--- src/rtl/h2c_st_mrkr_sched.sv ---
// H2C streaming marker sequencer: shares the descriptor-bypass-in ST port between user
// pass-through traffic and one injected marker, then waits for its marker response.
module h2c_st_mrkr_sched #(
  parameter int TIMEOUT_CYC = 65535,
  parameter int CNT_W       = 16
) (
  input  logic             axi_aclk,
  input  logic             axi_aresetn,
  input  logic             h2c_dsc_bypass,
  input  logic             mrkr_cmd_vld,
  output logic             mrkr_cmd_rdy,
  input  logic [10:0]      mrkr_cmd_qid,
  input  logic [7:0]       mrkr_cmd_func,
  input  logic [2:0]       mrkr_cmd_port_id,
  input  logic [15:0]      mrkr_cmd_cidx,
  input  logic [119:0]     up_st_dsc,
  input  logic             up_st_vld,
  output logic             up_st_rdy,
  output logic [119:0]     byp_in_st_dsc,
  output logic             byp_in_st_mrkr_req,
  output logic             byp_in_st_no_dma,
  output logic             byp_in_st_sdi,
  output logic             byp_in_st_vld,
  input  logic             byp_in_st_rdy,
  input  logic             byp_out_vld,
  input  logic             byp_out_mrkr_rsp,
  input  logic             byp_out_st_mm,
  input  logic [10:0]      byp_out_qid,
  output logic             mrkr_busy,
  output logic             mrkr_done,
  output logic             mrkr_timeout,
  output logic [CNT_W-1:0] mrkr_tout_cnt
);

  typedef enum logic [2:0] {IDLE, DRAIN, INJECT, WAIT_RSP, DONE, TOUT} state_t;

  typedef struct packed {
    logic [2:0]  port_id;
    logic [15:0] cidx;
    logic [7:0]  func;
    logic [10:0] qid;
  } mrkr_cmd_t;

  localparam int TMR_W = (TIMEOUT_CYC > 1) ? $clog2(TIMEOUT_CYC) : 1;
  localparam logic [TMR_W-1:0] TMR_LAST = TMR_W'(TIMEOUT_CYC - 1);

  state_t           state_q, state_d;
  mrkr_cmd_t        cmd_q;
  logic [TMR_W-1:0] tmr_q;
  logic [CNT_W-1:0] tout_cnt_q;
  logic             cmd_acc;
  logic             rsp_match;

  assign cmd_acc   = (state_q == IDLE) & mrkr_cmd_vld & h2c_dsc_bypass;
  assign rsp_match = byp_out_vld & byp_out_mrkr_rsp & ~byp_out_st_mm & (byp_out_qid == cmd_q.qid);

  always_comb begin
    state_d            = state_q;
    mrkr_cmd_rdy       = 1'b0;
    byp_in_st_vld      = up_st_vld;
    up_st_rdy          = byp_in_st_rdy;
    byp_in_st_dsc      = up_st_dsc;
    byp_in_st_mrkr_req = 1'b0;
    byp_in_st_no_dma   = 1'b0;
    byp_in_st_sdi      = 1'b0;
    case (state_q)
      IDLE: begin
        mrkr_cmd_rdy = h2c_dsc_bypass;
        if (cmd_acc) state_d = DRAIN;
      end
      // Keep passing through until no beat is left hanging mid-handshake.
      DRAIN: if (!up_st_vld || byp_in_st_rdy) state_d = INJECT;
      INJECT: begin
        up_st_rdy          = 1'b0;
        byp_in_st_vld      = 1'b1;
        byp_in_st_dsc      = {cmd_q.port_id, cmd_q.cidx, cmd_q.func, cmd_q.qid,
                              1'b1, 1'b1, 16'd0, 64'd0};
        byp_in_st_mrkr_req = 1'b1;
        byp_in_st_no_dma   = 1'b1;
        if (byp_in_st_rdy) state_d = WAIT_RSP;
      end
      WAIT_RSP: begin
        up_st_rdy     = 1'b0;
        byp_in_st_vld = 1'b0;
        if (rsp_match)             state_d = DONE;
        else if (tmr_q == TMR_LAST) state_d = TOUT;
      end
      DONE, TOUT: begin
        up_st_rdy     = 1'b0;
        byp_in_st_vld = 1'b0;
        state_d       = IDLE;
      end
      default: state_d = IDLE;
    endcase
  end

  always_ff @(posedge axi_aclk) begin
    if (!axi_aresetn) begin
      state_q    <= IDLE;
      cmd_q      <= '0;
      tmr_q      <= '0;
      tout_cnt_q <= '0;
    end else begin
      state_q <= state_d;
      if (cmd_acc)
        cmd_q <= '{port_id: mrkr_cmd_port_id, cidx: mrkr_cmd_cidx,
                   func: mrkr_cmd_func, qid: mrkr_cmd_qid};
      tmr_q <= (state_q == WAIT_RSP) ? tmr_q + 1'b1 : '0;
      if (state_q == TOUT && tout_cnt_q != '1)
        tout_cnt_q <= tout_cnt_q + 1'b1;
    end
  end

  assign mrkr_busy     = (state_q != IDLE);
  assign mrkr_done     = (state_q == DONE);
  assign mrkr_timeout  = (state_q == TOUT);
  assign mrkr_tout_cnt = tout_cnt_q;

endmodule

--- config.mk ---
export PLATFORM = sky130hd
export DESIGN_NAME = h2c_st_mrkr_sched
export DESIGN_NICKNAME = d
export VERILOG_FILES = /design/src/rtl/h2c_st_mrkr_sched.sv
export SDC_FILE = /design/constraint.sdc
export NUM_CORES = 1
export LEC_CHECK = 0
export BUFFER_PORTS_ARGS = -buffer_cell sky130_fd_sc_hd__buf_2
export CORE_AREA = 2 2 124 126
export CTS_BUF_LIST = sky130_fd_sc_hd__clkbuf_2
export DETAILED_ROUTE_END_ITERATION = 8
export DIE_AREA = 0 0 126 128
export PLACE_DENSITY = 0.67
export RECOVER_POWER = 50
export REMOVE_ABC_BUFFERS = 1
export SLEW_MARGIN = 30
export SYNTH_ARGS = -nofsm -noshare
export SYNTH_HDL_FRONTEND = slang
export SYNTH_SLANG_ARGS = --single-unit
--- constraint.sdc ---
create_clock -name axi_aclk -period 1.8 [get_ports axi_aclk]
set_clock_uncertainty 0.2 [all_clocks]
set_input_delay 0.36 -clock axi_aclk [delete_from_list [all_inputs] [get_ports axi_aclk]]
set_output_delay 0.36 -clock axi_aclk [all_outputs]
set_load 0.005 [all_outputs]
# [Word-level counts from Yosys, hierarchy flattened]
# Index checks and enable logic that the tools add are counted.
[totals] elab_cells=47 in_bits=178 reg_bits=73
[op_classes] n_mux=11 n_addsub=2 eq_ne=12 bitwise_logic=6 reduce_logical=9
[ops] op="120-bit two-way mux" n=1
[ops] op="16-bit by 1-bit adder with 16-bit output, second input constant" n=2
[ops] op="16-bit equality test, second input constant" n=1
[ops] op="16-bit != test, second input constant" n=1
[ops] op="3-bit two-way mux" n=5
[ops] op="3-bit one-hot mux with 4 select lines" n=1
[ops] op="11-bit equality test" n=1
[ops] op="3-bit by 2-bit equality test with 1-bit output, second input constant" n=2
[ops] op="3-bit equality test, second input constant" n=2
[ops] op="2-bit != test, second input constant" n=3
[ops] op="1-bit bitwise AND" n=5
[ops] op="4-bit AND reduction" n=1
[ops] op="4-bit OR reduction" n=1
[ops] op="3-bit by 1-bit equality test with 1-bit output, second input constant" n=1
[ops] op="3-bit zero test" n=1
[ops] op="1-bit two-way mux" n=3
[ops] op="3-bit != test, second input constant" n=1
[ops] op="3-bit nonzero test" n=1
[ops] op="3-bit OR reduction" n=1
[ops] op="1-bit one-hot mux with 2 select lines" n=1
[ops] op="2-bit AND reduction" n=1
[ops] op="1-bit logical AND" n=1
[ops] op="1-bit zero test" n=1
[ops] op="1-bit logical OR" n=1
[ops] op="1-bit inverter" n=1

# [Longest topological paths before layout]
# Gate-level depths: netlist of run 1.
[depth] ltp_word=5 ltp_mapped=7 ltp_nobuf=5

# [Worst setup path after synthesis of run 1]
# No wires, ideal clock.
[synth_timing] path_kind="register -> output" from="reg state_q[2]" to="out byp_in_st_dsc[102]" stages_incl_launch_ff=6 arrival_time_ns=1.440 t_required_ns=1.240 path_slack_ns=-0.200 path_cell_list="dfxtp_1 buf_2 nor3_2 buf_2 buf_2 mux2_2"
[synth_via] elab_chain_len=2
[synth_lines] element="start, declared" line="47" source="state_t state_q, state_d;"
[synth_lines] element="start signal, assigned" line="104" source="state_q <= state_d;"
[synth_lines] element="3-bit by 2-bit equality test with 1-bit output" line="66" source="case (state_q)"
[synth_lines] element="120-bit two-way mux" line="66"
[synth_lines] element="end, declared" line="19" source="output logic [119:0] byp_in_st_dsc,"
# No other way between the ends.

# [Worst setup path in the final report of run 1]
[layout_timing] from="reg state_q[1]" to="out byp_in_st_dsc[88]"
# The elaborated chain is that of the path after synthesis.

==> impl_metrics.py, run 1 <==
metrics = {
    "outcome": {
        "outcome": "finished with violations",
        "violations": "negative setup slack",
    },
    "final_layout": {
        "nFillCells": 1398,
        "finish.net_count": 1132,
        "final_util_pct": 53.9,
        "drive_above_1_share_pct": 55.1,
        "syn_to_final_growth_pct": 85.2,
    },
    "setup_path": {
        "critPathCaptureType": "output pin",
        "required_ns": 1.24,
        "timing.rr.start": "state_q[1]",
        "critPathMaxStageDelay_ns": 0.37,
        "worstPathMaxFanout": 8,
        "crit_path_cell_trace": "inv_2 > nor3_4 > buf_12 > clkbuf_16 > mux2_4 > buf_6",
        "worst-r2r-setup-slack_ns": -0.14,
        "arrival_ns": 1.98,
        "start_kind": "register",
        "critPathSlowestCell": "dfxtp_2",
        "reg2reg_to": "cmd_q[19]",
        "worstSetupPathType": "reg -> out",
        "ff2ff_path_depth": 9,
    },
    "timing": {
        "period_share_pct": 141,
        "slew_viol_final": 0,
        "hold_violations": 0,
        "period_needed_ns": 2.54,
        "final-setup-viol-count": 170,
        "setup_tns_ns": -81.18,
        "rsz0062_at_grt": "true",
        "max_freq_ghz": 0.394,
        "worst_slack_ns": -0.738,
    },
    "detailed_routing": {
        "routedWlPerCell_um": 18.1,
        "final_antenna_net_count": 0,
        "drc": 0,
        "totalWireLength_mm": 20.8,
        "vias_per_cell": 4.92,
        "drt_iter0_markers": 285,
        "dr.pass1.iters": 4,
        "vias": 5651,
    },
    "placement": {
        "dpl_worst_slack_ns": -0.110,
        "gp_congestion": 0.960,
        "hpwlAfterDp_mm": 14.9,
        "portBuffers": 321,
    },
    "synthesis": {
        "synthArstFlopShare_pct": 0,
        "synth_top_area_cell": "dfxtp_1",
        "ys.flop_type": "dfxtp_1",
        "ys_seq_area_share_pct": 33.8,
        "syn_inst": 537,
        "yosys.cell_types.count": 47,
        "syn_area_per_cell_um2": 8.06,
        "ys_seq_elements": 73,
        "synth_top_area_share_pct": 33.8,
        "yosys_warnings": 0,
        "synth_area_leaders": "dfxtp_1 34%, nor2b_1 12%, mux2_2 9.9%, nand2_1 8.3%, a21oi_1 6.0%",
        "netlist_top_cells_count": "96 x nand2_1, 82 x nor2b_1, 73 x dfxtp_1",
        "synth_area_um2": 4330,
        "synthMostInstantiatedCell": "nand2_1",
        "synth-edff-count": 0,
    },
    "global_route": {
        "grt_max_degree": 29,
        "grt_usage_pct": 21.7,
        "grt_pass1_vias": 4917,
        "antenna_found_initial": 5,
        "grt_first_pass_wirelength_mm": 27.2,
        "grt_overflow": 0,
    },
    "pwr": {
        "total_power_mw": 6.04,
        "powerDensity_nw_per_um2": 753,
        "ir_drop_uv": 261,
        "leakage_nw": 3.71,
    },
    "clock_tree": {
        "root_buffer": "clkbuf_2",
        "clockBufferDepth": 2,
        "cts_buffers": 9,
        "clk_latency_ns": 0.54,
        "clk_pin_slew_worst_paths_ns": 0.22,
        "cts_sinks": 73,
        "tritoncts": "built",
        "htree_num_levels": 3,
    },
    "floorplan": {
        "initial_utilization_pct": 29.1,
        "die_h_um": 128,
        "rows": 45,
        "core_um2": 14900,
        "fp.dieW_um": 126,
        "die_area_um2": 16100,
        "ioPinCount": 323,
    },
    "hold_path": {
        "hold_path.class": "in -> reg",
        "hold_depth": 4,
        "hold_path.startpoint": "byp_in_st_rdy",
        "hold_end": "state_q[0]",
    },
    "flow_run": {
        "cap_violations": 0,
    },
}
-- per-stage QoR --
stage | hold WS (ns) | cells | area [um^2]
detailed placement | 0.251 | 1053 | 6350
finish | 0.0705 | 1148 | 8020
CTS | 0.0102 | 1115 | 6970
floorplan | 0.233 | 503 | 4150
global route | 0.0351 | 1147 | 8020
global placement | 0.242 | 1053 | 6350
-- logic make-up (layout without fill, tap and decap cells) --
group	count (synthesis)	in the layout	synth area share [%]
mux	46	46	11.7
simple gates	273	273	33.8
compound gates	79	79	10.6
fa+ha+maj	3	3	0.867
xor+xnor	22	22	4.45
buf+inv	40	458	4.71
other cells	1	6	0.0866
flops	73	73	33.8
-- state kept, by name (all words and copies together) (netlist names) --
register	cells
cmd_q	38
mrkr_tout_cnt	16
tmr_q	16
state_q	3
-- cells in the final DEF (no fill, tap or decap), types with 4 or more instances in the layout --
cell / Yosys / layout
or3_1: 7 / 7
dfxtp_1: 73 / 57
and3_1: 7 / 6
diode_2: 0 / 5
nand2_2: 0 / 7
nand2b_1: 7 / 7
dlygate4sd3_1: 0 / 39
nand4_1: 16 / 16
buf_12: 0 / 6
and2_1: 4 / 4
mux2i_1: 8 / 8
o31ai_1: 5 / 5
a21oi_1: 52 / 30
nor2_1: 16 / 15
buf_2: 12 / 283
nor2b_1: 82 / 77
o21ai_0: 7 / 6
buf_4: 3 / 42
clkbuf_2: 0 / 11
mux2_4: 0 / 36
nand3_1: 14 / 13
xor2_1: 5 / 5
dfxtp_2: 0 / 14
buf_6: 3 / 54
buf_8: 0 / 5
nor2b_4: 0 / 5
nand2_1: 96 / 88
a21oi_2: 0 / 22
clkbuf_16: 0 / 7
xnor2_1: 17 / 16
-- per-layer routing --
| layer | part of all wire (%) | global-route usage [%] | up-vias | wire [um] |
|---|---|---|---|---|
| met5 | 0 | 0 | - | 0 |
| met4 | 2.5 | 6.08 | 0 | 527 |
| met3 | 8.9 | 5.34 | 39 | 1860 |
| met2 | 49 | 35.2 | 301 | 10200 |
| met1 | 39 | 28.8 | 2649 | 8190 |
| li1 | - | - | 2662 | - |
-- repair_timing --
item,CTS,global route
setup endpoints to repair,173,189
gates cloned,1,10
buffers inserted,7,19
hold buffers,39,0
gates resized for setup,28,161
pin swaps,8,16
endpoints found under the hold margin,39,0
-- where the power goes --
part / internal [mW] / switching, mW / total, mW
sequential: 1.70 / 0.0638 / 1.76
combinational: 2.05 / 1.47 / 3.52
clock: 0.177 / 0.580 / 0.756
total: 3.93 / 2.11 / 6.04
-- area by class of cell --
type                            instances  area (um^2)  area share (%)
Timing Repair Buffer                  437         3130            39.0
Multi-Input combinational cell        424         3050            38.1
Tap cell                              188          235            2.93
Inverter                                6         27.5           0.343
Sequential cell                        73         1490            18.5
Clock inverter                          4         21.3           0.265
Antenna cell                            5         12.5           0.156
Clock buffer                           11         55.1           0.687
-- how the worst max path moves through the flow --
stage	from	endpoint	slack (ns)	cells after the start
global route	state_q[1]	byp_in_st_dsc[88]	-0.83	6
global placement	state_q[1]	byp_in_st_dsc[115]	-0.09	5
floorplan	state_q[1]	byp_in_st_dsc[100]	-3.82	3
finish	state_q[1]	byp_in_st_dsc[88]	-0.74	6
CTS	state_q[2]	byp_in_st_dsc[111]	-0.76	5
detailed placement	state_q[2]	byp_in_st_dsc[100]	-0.11	4
-- worst max-delay path: cells and delay by family (launching register included) --
family,cells,cell delay [ns]
buffers and inverters,4,0.54
flip-flops,1,0.37
multiplexers,1,0.32
AND/OR/NAND/NOR,1,0.23
(Power assumes the default switching activity.)
==> inputs of run 2 (changes only) <==
--- a/config.mk
+++ b/config.mk
@@ -6,11 +6,13 @@
 export NUM_CORES = 1
 export LEC_CHECK = 0
 export BUFFER_PORTS_ARGS = -buffer_cell sky130_fd_sc_hd__buf_2
-export CORE_AREA = 2 2 124 126
+export CELL_PAD_IN_SITES_DETAIL_PLACEMENT = 1
+export CELL_PAD_IN_SITES_GLOBAL_PLACEMENT = 1
+export CORE_AREA = 2 2 135 137
 export CTS_BUF_LIST = sky130_fd_sc_hd__clkbuf_2
 export DETAILED_ROUTE_END_ITERATION = 8
-export DIE_AREA = 0 0 126 128
-export PLACE_DENSITY = 0.67
+export DIE_AREA = 0 0 137 139
+export PLACE_DENSITY = 0.81
 export RECOVER_POWER = 50
 export REMOVE_ABC_BUFFERS = 1
 export SLEW_MARGIN = 30
==> impl_metrics.py, run 2 (synthesis gave the netlist of run 1 again) <==
metrics = {
    "timing": {
        "worst_slack_ns": -0.796,
        "hold_violations": 0,
        "period_needed_ns": 2.60,
        "whs_ns": 0.0484,
        "final-setup-viol-count": 150,
        "period_share_pct": 144,
        "max_freq_ghz": 0.385,
        "slew_viol_final": 0,
        "rsz0062_at_grt": "true",
    },
    "final_layout": {
        "drive_above_1_share_pct": 57.0,
        "largest-register": "cmd_q",
        "finish.net_count": 1133,
        "largest_reg_flops": 38,
        "syn_to_final_growth_pct": 100,
        "nFillCells": 2134,
        "final_common_cell": "buf_2",
        "most-common-layout-cells": "261 x buf_2, 95 x nand2_1, 85 x buf_6, 54 x dfxtp_1, 52 x nor2b_1",
    },
    "floorplan": {
        "die_area_um2": 19000,
        "core_um2": 17700,
        "initial_utilization_pct": 24.5,
        "ioPinCount": 323,
        "fp.dieW_um": 137,
        "rows": 49,
        "die_h_um": 139,
    },
    "global_route": {
        "grt_usage_pct": 24.9,
        "grt_overflow": 0,
        "grt_first_pass_wirelength_mm": 35.5,
        "grt_pass1_vias": 6124,
        "grt_max_degree": 46,
        "antenna_found_initial": 30,
    },
    "detailed_routing": {
        "drc": 0,
        "vias": 5904,
        "drt_iter0_markers": 205,
        "vias_per_cell": 4.86,
        "dr.pass1.iters": 6,
        "totalWireLength_mm": 26.7,
        "routedWlPerCell_um": 22.0,
        "final_antenna_net_count": 0,
    },
    "flow_run": {
        "cap_violations": 0,
    },
    "clock_tree": {
        "htree_num_levels": 3,
        "clockBufferDepth": 2,
        "tritoncts": "built",
        "clk_latency_ns": 0.59,
        "root_buffer": "clkbuf_2",
        "clk_pin_slew_worst_paths_ns": 0.25,
        "cts_buffers": 9,
        "cts_sinks": 73,
    },
    "hold_path": {
        "hold_path.class": "in -> reg",
    },
    "outcome": {
        "violations": "negative setup slack",
        "outcome": "finished with violations",
    },
    "pwr": {
        "leakage_nw": 3.97,
        "powerDensity_nw_per_um2": 837,
        "ir_drop_uv": 452,
    },
    "placement": {
        "dpl_worst_slack_ns": -0.142,
        "gp_congestion": 0.902,
        "portBuffers": 321,
        "hpwlAfterDp_mm": 17.6,
    },
    "setup_path": {
        "required_ns": 1.24,
        "worstPathMaxFanout": 6,
        "worstSetupPathType": "reg -> out",
        "arrival_ns": 2.04,
        "start_kind": "register",
        "critPathCaptureType": "output pin",
    },
}
==> run 2: path summary, 6_finish.rpt <==
path	end	slack, ns	depth (start not counted)	from
setup / recovery	byp_in_st_dsc[104]	-0.80	6	state_q[2]
hold / removal	state_q[0]	0.05	4	mrkr_cmd_vld
hold reg to reg	tmr_q[0]	0.26	1	tmr_q[0]
setup reg to reg	cmd_q[11]	-0.10	7	state_q[2]
==> run 2: cell type report <==
type	count	area, um^2	share of cell area, %
clock buffers	9	45.0	0.520
repair buffers	438	3380	39.0
inverters	6	27.5	0.318
multi-input cells	424	3230	37.3
clock inverters	6	131	1.52
well taps	229	287	3.31
flip-flops and latches	73	1490	17.2
diodes	29	72.6	0.838
==> run 2: report_power, final <==
part / internal, mW / total [mW] / leakage [nW] / switching [mW]
sequential: 1.70 / 1.77 / 0.601 / 0.0689
clock: 0.724 / 1.38 / 0.0958 / 0.653
combinational: 2.36 / 4.11 / 3.27 / 1.74
==> run 2: routing by layer <==
layer | up-vias | global-route usage (%) | share of wire, %
met5 | - | 0 | 0.030
li1 | 2698 | - | -
met4 | 2 | 15.7 | 4.8
met2 | 263 | 43.3 | 53
met3 | 85 | 6.94 | 6.6
met1 | 2856 | 26.1 | 36
==> run 2: worst max-delay path, stage by stage, from the launching register on <==
cell and delay, ns:
dfxtp_2 0.39, nor3_4 0.22, buf_6 0.15, buf_6 0.13, buf_16 0.13, mux2_4 0.31
buf_6 0.12
==> run 2: stage by stage <==
step / instances / cell area (um^2) / setup TNS, ns / utilization [%] / total power [mW]
finish: 1214 / 8660 / -85.95 / 49.0 / 7.25
global route: 1212 / 8650 / -103.93 / 49.0 / 7.60
CTS: 1183 / 8140 / -91.33 / 46.1 / 6.87
detailed placement: 1102 / 6530 / -5.58 / 37.0 / 4.24
global placement: 1102 / 6530 / -3.20 / 37.0 / 4.19
floorplan: 503 / 4150 / -434.56 / - / 2.88
==> run 2: repair_timing <==
action,CTS,global route
hold endpoints to repair,43,0
hold buffers,39,0
gates cloned,6,4
buffers inserted,28,5
pin swaps,3,7
resized for setup,164,97
setup endpoints to repair,181,173
==> inputs of run 3 (changes only) <==
--- a/config.mk
+++ b/config.mk
@@ -12,7 +12,7 @@
 export CTS_BUF_LIST = sky130_fd_sc_hd__clkbuf_2
 export DETAILED_ROUTE_END_ITERATION = 8
 export DIE_AREA = 0 0 137 139
-export PLACE_DENSITY = 0.81
+export PLACE_DENSITY_LB_ADDON = 0.1
 export RECOVER_POWER = 50
 export REMOVE_ABC_BUFFERS = 1
 export SLEW_MARGIN = 30
==> impl_metrics.py, run 3 (synthesis gave the netlist of run 1 again) <==
metrics = {
    "outcome": {
        "outcome": "finished with violations",
        "violations": "negative setup slack",
    },
    "clock_tree": {
        "clk_pin_slew_worst_paths_ns": 0.20,
        "cts_sinks": 73,
        "clk_latency_ns": 0.59,
        "root_buffer": "clkbuf_2",
        "htree_num_levels": 3,
        "tritoncts": "built",
        "cts_buffers": 9,
        "clockBufferDepth": 2,
    },
    "floorplan": {
        "fp.dieW_um": 137,
        "die_area_um2": 19000,
        "core_um2": 17700,
        "ioPinCount": 323,
        "initial_utilization_pct": 24.5,
        "rows": 49,
        "die_h_um": 139,
    },
    "detailed_routing": {
        "drc": 0,
        "dr.pass1.iters": 4,
        "totalWireLength_mm": 23.5,
        "routedWlPerCell_um": 19.3,
        "final_antenna_net_count": 0,
        "drt_iter0_markers": 179,
        "vias": 5616,
        "vias_per_cell": 4.62,
    },
    "setup_path": {
        "critPathSlowestCell": "dfxtp_2",
        "reg2reg_to": "cmd_q[27]",
        "critPathMaxStageDelay_ns": 0.38,
        "critPathCaptureType": "output pin",
        "crit_path_cell_trace": "nor3_4 > buf_12 > buf_16 > mux2_2 > buf_2",
        "timing.rr.start": "state_q[2]",
        "ff2ff_path_depth": 11,
        "worstPathMaxFanout": 8,
        "worstSetupPathType": "reg -> out",
        "worst-r2r-setup-slack_ns": -0.28,
        "arrival_ns": 1.98,
        "start_kind": "register",
        "required_ns": 1.24,
    },
    "timing": {
        "slew_viol_final": 0,
        "hold_violations": 0,
        "period_needed_ns": 2.54,
        "worst_slack_ns": -0.743,
        "period_share_pct": 141,
        "max_freq_ghz": 0.393,
        "whs_ns": 0.0439,
        "rsz0062_at_grt": "true",
        "final-setup-viol-count": 174,
    },
    "pwr": {
        "internal_power_mw": 3.92,
        "powerDensity_nw_per_um2": 736,
        "swShare_pct": 35.7,
        "p_comb_share_pct": 58.4,
        "leakage_nw": 3.79,
        "ir_drop_uv": 434,
        "netSwitchingPower_mw": 2.17,
        "clock_power_share_pct": 12.7,
        "seqPwrFrac_pct": 28.9,
    },
    "final_layout": {
        "largest_reg_flops": 38,
        "drive_above_1_share_pct": 54.6,
        "syn_to_final_growth_pct": 91.2,
        "postLayoutCellArea_um2": 8280,
        "finish.net_count": 1148,
        "largest-register": "cmd_q",
        "most-common-layout-cells": "273 x buf_2, 94 x nand2_1, 79 x nor2b_1, 71 x buf_6, 55 x dfxtp_1",
        "final_common_cell": "buf_2",
    },
    "flow_run": {
        "cap_violations": 0,
    },
    "hold_path": {
        "hold_path.class": "in -> reg",
        "hold_end": "state_q[1]",
        "hold_depth": 5,
        "hold_path.startpoint": "byp_out_qid[5]",
    },
    "global_route": {
        "grt_max_degree": 28,
        "grt_first_pass_wirelength_mm": 33.6,
        "grt_pass1_vias": 5762,
        "grt_usage_pct": 23.4,
        "grt_overflow": 0,
        "antenna_found_initial": 15,
    },
    "placement": {
        "place_area_um2": 6470,
        "portBuffers": 321,
        "hpwlAfterDp_mm": 17.2,
        "gp_congestion": 0.930,
    },
}
==> run 3: worst max-delay path by stage <==
stage	startpoint	endpoint	slack [ns]
after detailed placement	state_q[1]	byp_in_st_dsc[86]	-0.19
after global placement	state_q[1]	byp_in_st_dsc[107]	-0.14
after global routing	state_q[2]	byp_in_st_dsc[109]	-0.82
after CTS	state_q[1]	byp_in_st_dsc[86]	-0.83
final	state_q[2]	byp_in_st_dsc[103]	-0.74
after floorplan	state_q[1]	byp_in_st_dsc[100]	-3.82
==> run 3: power groups by stage <==
stage	Combinational [mW]	Sequential [mW]	Clock, mW
finish	3.55	1.76	0.776
global route	3.81	1.77	0.902
CTS	3.07	1.76	0.819
detailed placement	2.26	1.79	0
global placement	2.21	1.79	0
floorplan	1.09	1.78	0
==> run 3: per-stage QoR <==
stage | TNS (ns) | setup slack, ns | std cells | utilization [%] | total power, mW
global placement | -5.09 | -0.140 | 1105 | 36.7 | 4.01
floorplan | -434.56 | -3.82 | 503 | - | 2.88
CTS | -94.51 | -0.830 | 1187 | 43.8 | 5.65
global route | -108.23 | -0.824 | 1212 | 46.8 | 6.48
detailed placement | -8.02 | -0.186 | 1105 | 36.7 | 4.05
finish | -91.38 | -0.743 | 1215 | 46.9 | 6.09
==> run 3: critical path: cells and delay by family (launching register included) <==
family | cells | cell delay, ns
multiplexers | 1 | 0.34
AND/OR/NAND/NOR | 1 | 0.23
buffers and inverters | 3 | 0.45
flip-flops | 1 | 0.38
==> run 3: repair_timing <==
item                                    CTS  global route
setup buffers                            23            20
pin swaps                                19            10
endpoints found under the setup margin  156           191
hold buffers                             41             0
resized for setup                       113            87
endpoints found under the hold margin    42             0
cloned                                    6             3
==> run 3: routing by layer <==
metal	global-route usage (%)	wire length, um
met5	0	13
met4	9.82	635
met3	4.68	1540
met2	40.4	11700
met1	27.9	9530
==> run 3: cell type report <==
| cell class | instances | area [um^2] |
|---|---|---|
| tap | 229 | 287 |
| inverter | 6 | 27.5 |
| clock buffer | 9 | 45.0 |
| sequential | 73 | 1490 |
| timing repair buffer | 453 | 3350 |
| antenna | 15 | 37.5 |
| fill | 2165 | 9380 |
| multi-input combinational | 424 | 3010 |
| clock inverter | 6 | 26.3 |
